## src/rtl/fetch_unit.sv

```systemverilog
// Instruction fetch unit: one outstanding read to instruction memory feeding a
// 2-entry {word, pc} FIFO toward execute, with redirect flush and halt-opcode stop.
module fetch_unit #(
    parameter logic [31:0] RESET_PC    = 32'h0000_0000,
    parameter logic [5:0]  HALT_OPCODE = 6'h3F
) (
    input  logic        clk,
    input  logic        rst,
    output logic        mem_req,
    output logic [31:0] mem_addr,
    input  logic        mem_ack,
    input  logic [31:0] mem_rdata,
    output logic        ins_valid,
    input  logic        ins_ready,
    output logic [31:0] instruction,
    output logic [31:0] ins_pc,
    input  logic        redirect,
    input  logic [31:0] redirect_pc,
    output logic        halted
);

    // state | meaning
    // IDLE  | no request outstanding
    // REQ   | request outstanding, response will be pushed
    // DRAIN | request outstanding, response will be discarded (after redirect)
    typedef enum logic [1:0] {IDLE, REQ, DRAIN} state_t;

    localparam logic [31:0] RESET_PC_ALIGNED = {RESET_PC[31:2], 2'b00};

    state_t      r_state;
    logic [31:0] r_pc;
    logic [31:0] r_mem_addr;
    logic        r_mem_req;
    logic        r_halted;
    logic [31:0] r_word [2];
    logic [31:0] r_wpc  [2];
    logic        r_head;
    logic [1:0]  r_count;

    logic        w_pop;
    logic        w_push;
    logic [1:0]  w_count_next;
    logic        w_tail;
    logic        w_halt_word;
    logic [31:0] w_redirect_pc;
    logic [31:0] w_next_addr;

    // Redirect wins over both a same-cycle pop and a same-cycle push.
    assign w_pop         = (r_count != 2'd0) && ins_ready && !redirect;
    assign w_push        = (r_state == REQ) && mem_ack && !redirect;
    assign w_count_next  = r_count + {1'b0, w_push} - {1'b0, w_pop};
    assign w_tail        = r_head ^ r_count[0];
    assign w_halt_word   = (mem_rdata[5:0] == HALT_OPCODE);
    assign w_redirect_pc = {redirect_pc[31:2], 2'b00};
    assign w_next_addr   = r_mem_addr + 32'd4;

    always_ff @(posedge clk or negedge rst) begin
        if (!rst) begin
            r_state    <= IDLE;
            r_pc       <= RESET_PC_ALIGNED;
            r_mem_addr <= '0;
            r_mem_req  <= 1'b0;
            r_halted   <= 1'b0;
            r_head     <= 1'b0;
            r_count    <= '0;
            for (int i = 0; i < 2; i++) begin
                r_word[i] <= '0;
                r_wpc[i]  <= '0;
            end
        end else begin
            if (w_pop)
                r_head <= ~r_head;
            if (w_push) begin
                r_word[w_tail] <= mem_rdata;
                r_wpc[w_tail]  <= r_mem_addr;
            end
            r_count <= w_count_next;

            if (redirect) begin
                r_count  <= '0;
                r_head   <= 1'b0;
                r_pc     <= w_redirect_pc;
                r_halted <= 1'b0;
            end

            case (r_state)
                IDLE: begin
                    if (redirect) begin
                        r_state    <= REQ;
                        r_mem_req  <= 1'b1;
                        r_mem_addr <= w_redirect_pc;
                    end else if ((w_count_next < 2'd2) && !r_halted) begin
                        r_state    <= REQ;
                        r_mem_req  <= 1'b1;
                        r_mem_addr <= r_pc;
                    end
                end
                REQ: begin
                    if (redirect && mem_ack) begin
                        r_mem_addr <= w_redirect_pc;
                    end else if (redirect) begin
                        r_state <= DRAIN;
                    end else if (mem_ack) begin
                        r_pc <= w_next_addr;
                        if (w_halt_word) begin
                            r_halted  <= 1'b1;
                            r_state   <= IDLE;
                            r_mem_req <= 1'b0;
                        end else if (w_count_next < 2'd2) begin
                            r_mem_addr <= w_next_addr;
                        end else begin
                            r_state   <= IDLE;
                            r_mem_req <= 1'b0;
                        end
                    end
                end
                DRAIN: begin
                    // The stale response is dropped; refetch from the newest target.
                    if (mem_ack) begin
                        r_state    <= REQ;
                        r_mem_addr <= redirect ? w_redirect_pc : r_pc;
                    end
                end
                default: begin
                    r_state   <= IDLE;
                    r_mem_req <= 1'b0;
                end
            endcase
        end
    end

    assign mem_req     = r_mem_req;
    assign mem_addr    = r_mem_addr;
    assign ins_valid   = (r_count != 2'd0);
    assign instruction = r_word[r_head];
    assign ins_pc      = r_wpc[r_head];
    assign halted      = r_halted;

endmodule

```

## config.mk

```make
export PLATFORM = sky130hd
export DESIGN_NAME = fetch_unit
export DESIGN_NICKNAME = d
export VERILOG_FILES = /design/src/rtl/fetch_unit.sv
export SDC_FILE = /design/constraint.sdc
export NUM_CORES = 1
export LEC_CHECK = 0
export CAP_MARGIN = 0
export CORE_ASPECT_RATIO = 2
export CORE_MARGIN = 1
export CORE_UTILIZATION = 40
export CTS_BUF_LIST = sky130_fd_sc_hd__clkbuf_8 sky130_fd_sc_hd__clkbuf_16
export DETAILED_ROUTE_END_ITERATION = 12
export DONT_BUFFER_PORTS = 1
export MAX_ROUTING_LAYER = met4
export PLACE_DENSITY_LB_ADDON = 0.12
export SKIP_CTS_REPAIR_TIMING = 1
export SLEW_MARGIN = 20
export SYNTH_ARGS = -nofsm -noshare
export SYNTH_HDL_FRONTEND = slang
export SYNTH_SLANG_ARGS = --single-unit
```

## constraint.sdc

```tcl
create_clock -name clk -period 3.6 [get_ports clk]
set_input_delay 0 -clock clk [delete_from_list [all_inputs] [get_ports clk]]
set_output_delay 0 -clock clk [all_outputs]
set_load 0.01 [all_outputs]
```

==> run metrics <==
final setup fails=0; Die ar.=0.02617 mm^2; Yosys reg bits=~200; Post-Synth Simple-Gate Area=10.88%; crit end category=flop; FFs w/ async S/R, synth=100.0%; design area=0.01167 mm^2; largest net degree at the start of global routing=200; crit path max-delay cell type=or3_1; DPL Wire Length=17.68 mm; GRT Total Usage=21.61%; DRC=0; clock skew=11.25 ps; Most used DFF post-synth=dfrtp_1; PD cells=around 810 mW/mm^2; H-tree levels=4; most used cell, CP=ha_1; worst-path cell chain=nor2b_4, and2_1, nand2b_4, ha_1, inv_1, ha_1, xor3_1, or3_1, and2_4, o32a_1; Cell variety after synth=67; DRT Pass-1 Iters=5; Fin. Hold Viols=199; Filler cells=roughly 2,400; DRT Wirelength=around 27 mm; EDFF count, synth=0; run status=complete, but fails checks; Total Power=between 0.009 and 0.01 W; worst skew pair latency=around 460 ps; Setup CP Type=reg -> reg; Final Slew Violations=0; xor-xnor portion of the synthesized cell area=2.553%; Fin Hold WS=-761.0 ps; Synth Area in Adders=less than 1%; crit-path max cell delay=600 ps; CP startpoint kind=flop; CTS Buf Count=17; I/O pin total=between 150 and 200; Post-Syn Instances=899; Relative slew margins=30.09%; Root Driver=clkbuf_16; Worst setup startpoint=r_state[0]; Chip Height=227.8 um; Final TNS setup=0 ps; flop2flop setup slack=around 400 ps; clock sinks=199; Core Rows=82; GRT met1 Usage=a little under a quarter; crit-path max FO=21; syn_area_per_cell=roughly 11 um^2; leading cell types in the layout, fill and taps excluded=dfrtp_1 (198), mux2_2 (186), nand2_1 (70), dlygate4sd3_1 (67), o21ai_0 (50); failing checks=negative hold slack; most common cell after layout, fill and taps aside=dfrtp_1; Diodes inserted=0; die extent in x=114.9 um; clk buf depth=2; worst reg2reg path startpoint=r_state[0]; Lkg Pwr=4.975 nW; vias in the first global route=approximately 7,300; RSZ-0062 raised after global routing=false; post-synthesis sequential area ratio=48.85%; Clock Pin Slew Worst Setup and Hold Paths=80 ps; met3 GRT Util=between 5 and 6%; grt peak-use layer=met2; initial DRC count=410; Post-Syn Area=0.01019 mm^2; peak supply drop=0.0004719 V; DR vias=7,203; Final period util=approximately nine tenths; final core utilization=46.61%; vias per inst=5.641; Fmax=312.3 MHz; total global routing overflow=0; GP Congestion=0.8158; wire per inst=around 21 um; NumNets Final=approximately 1,000; first-pass GRT wire length=41.44 mm; I/O Buffers=0; Core Region=~0.025 mm^2; P&R area growth vs syn=14.47%; syn nets=971; met2 Use GR=37.78%; min-delay worst type=in -> async; Post-DP Area=0.01037 mm^2; main combinational cell family by area after synthesis=multiplexers; worst path required time=a little under 4000 ps; initial antenna violation count=0; crit path DAT=~3600 ps; fin crit period=3202 ps; Initial Utilization=40.72%; layout cells sized above 1=26.57%; post-route ant nets=0; Syn. warnings=0; CTS tree=built; MaxCap Viol Count=0; Slew @ Worst Pin=around 1000 ps; Synth Area in Compound Gates=11.11%; multiplexer share of the synthesized area=21.82%
-- critical path: cells and delay by family, from the launching register on --
kind / cells / cell delay [ps]
compound gates: 1 / 380
flops: 1 / 500
fa+ha+maj: 2 / 420
xor+xnor: 1 / 300
buf+inv: 1 / 60
simple gates: 5 / 1430
-- where the power goes --
part	internal [W]	leakage, nW	total, W	switching [W]
logic	0.00161	2.23	0.00333	0.00172
clock network	0.00110	0.293	0.00199	0.000895
registers	0.00315	2.45	0.00408	0.000929
-- cell usage after synthesis (7+ instances only) --
master | n | share of area, %
dfrtp_1 | 199 | 49
mux2_2 | 186 | 21
nand2_1 | 70 | 2.6
o21ai_0 | 50 | 2.5
nor2_1 | 38 | 1.4
a21oi_1 | 37 | 1.8
clkbuf_1 | 30 | 1.1
nand3_1 | 23 | 1.1
buf_2 | 22 | 1.1
nand2b_1 | 19 | 1.2
inv_1 | 16 | 0.59
xor2_1 | 16 | 1.4
mux2i_1 | 13 | 1.3
xnor2_1 | 11 | 0.95
nand4_1 | 9 | 0.55
nor3_1 | 9 | 0.44
o22ai_1 | 9 | 0.55
o2bb2ai_1 | 9 | 0.77
and3_1 | 8 | 0.49
o221ai_1 | 8 | 0.69
a211oi_1 | 7 | 0.52
-- flip-flops by register name, summed over array words and instances, names as in the netlist --
register  cells
r_wpc        64
r_state       2
mem_addr     32
mem_req       1
r_head        1
halted        1
r_word       64
r_count       2
r_pc         32
-- per-stage QoR --
stage / cells / setup slack (ps)
floorplan: 899 / 456.2
global placement: 1177 / 499.5
detailed placement: 1177 / 418.7
CTS: 1209 / 411.5
global route: 1277 / 218.2
finish: 1277 / 398.4
-- per-layer routing --
layer / part of all wire (%) / vias up
met1: 39 / 3652
met2: 53 / 203
met5: 0 / -
met3: 4.9 / 48
li1: - / 3300
met4: 3.1 / 0
-- worst paths after layout --
path | endpoint | cells after the start
max | mem_addr[24] | 10
max reg2reg | mem_addr[24] | 10
max in group asynchronous | r_pc[17] | 0
min in group clk | mem_addr[5] | 4
min reg2reg | r_wpc[63] | 2
min | r_word[6] | 0
-- cell families (layout without fill, tap and decap cells) --
kind of cell    Yosys count  in the layout
compound gates          172            172
xor+xnor                 28             28
fa+ha+maj                 4              4
buf+inv                  87            129
flops                   199            199
mux                     199            199
simple gates            210            210
-- area by class of cell --
class | count | area, um^2 | area share (%)
clock buffers | 17 | 425.4 | 3.646
clock inverters | 15 | 177.7 | 1.523
inverters | 16 | 60.06 | 0.5147
multi-input cells | 613 | 4793 | 41.08
flip-flops and latches | 199 | 4984 | 42.71
well taps | 336 | 420.4 | 3.603
repair buffers | 81 | 808.3 | 6.927
Note: power is estimated with default switching activity, not from simulation.
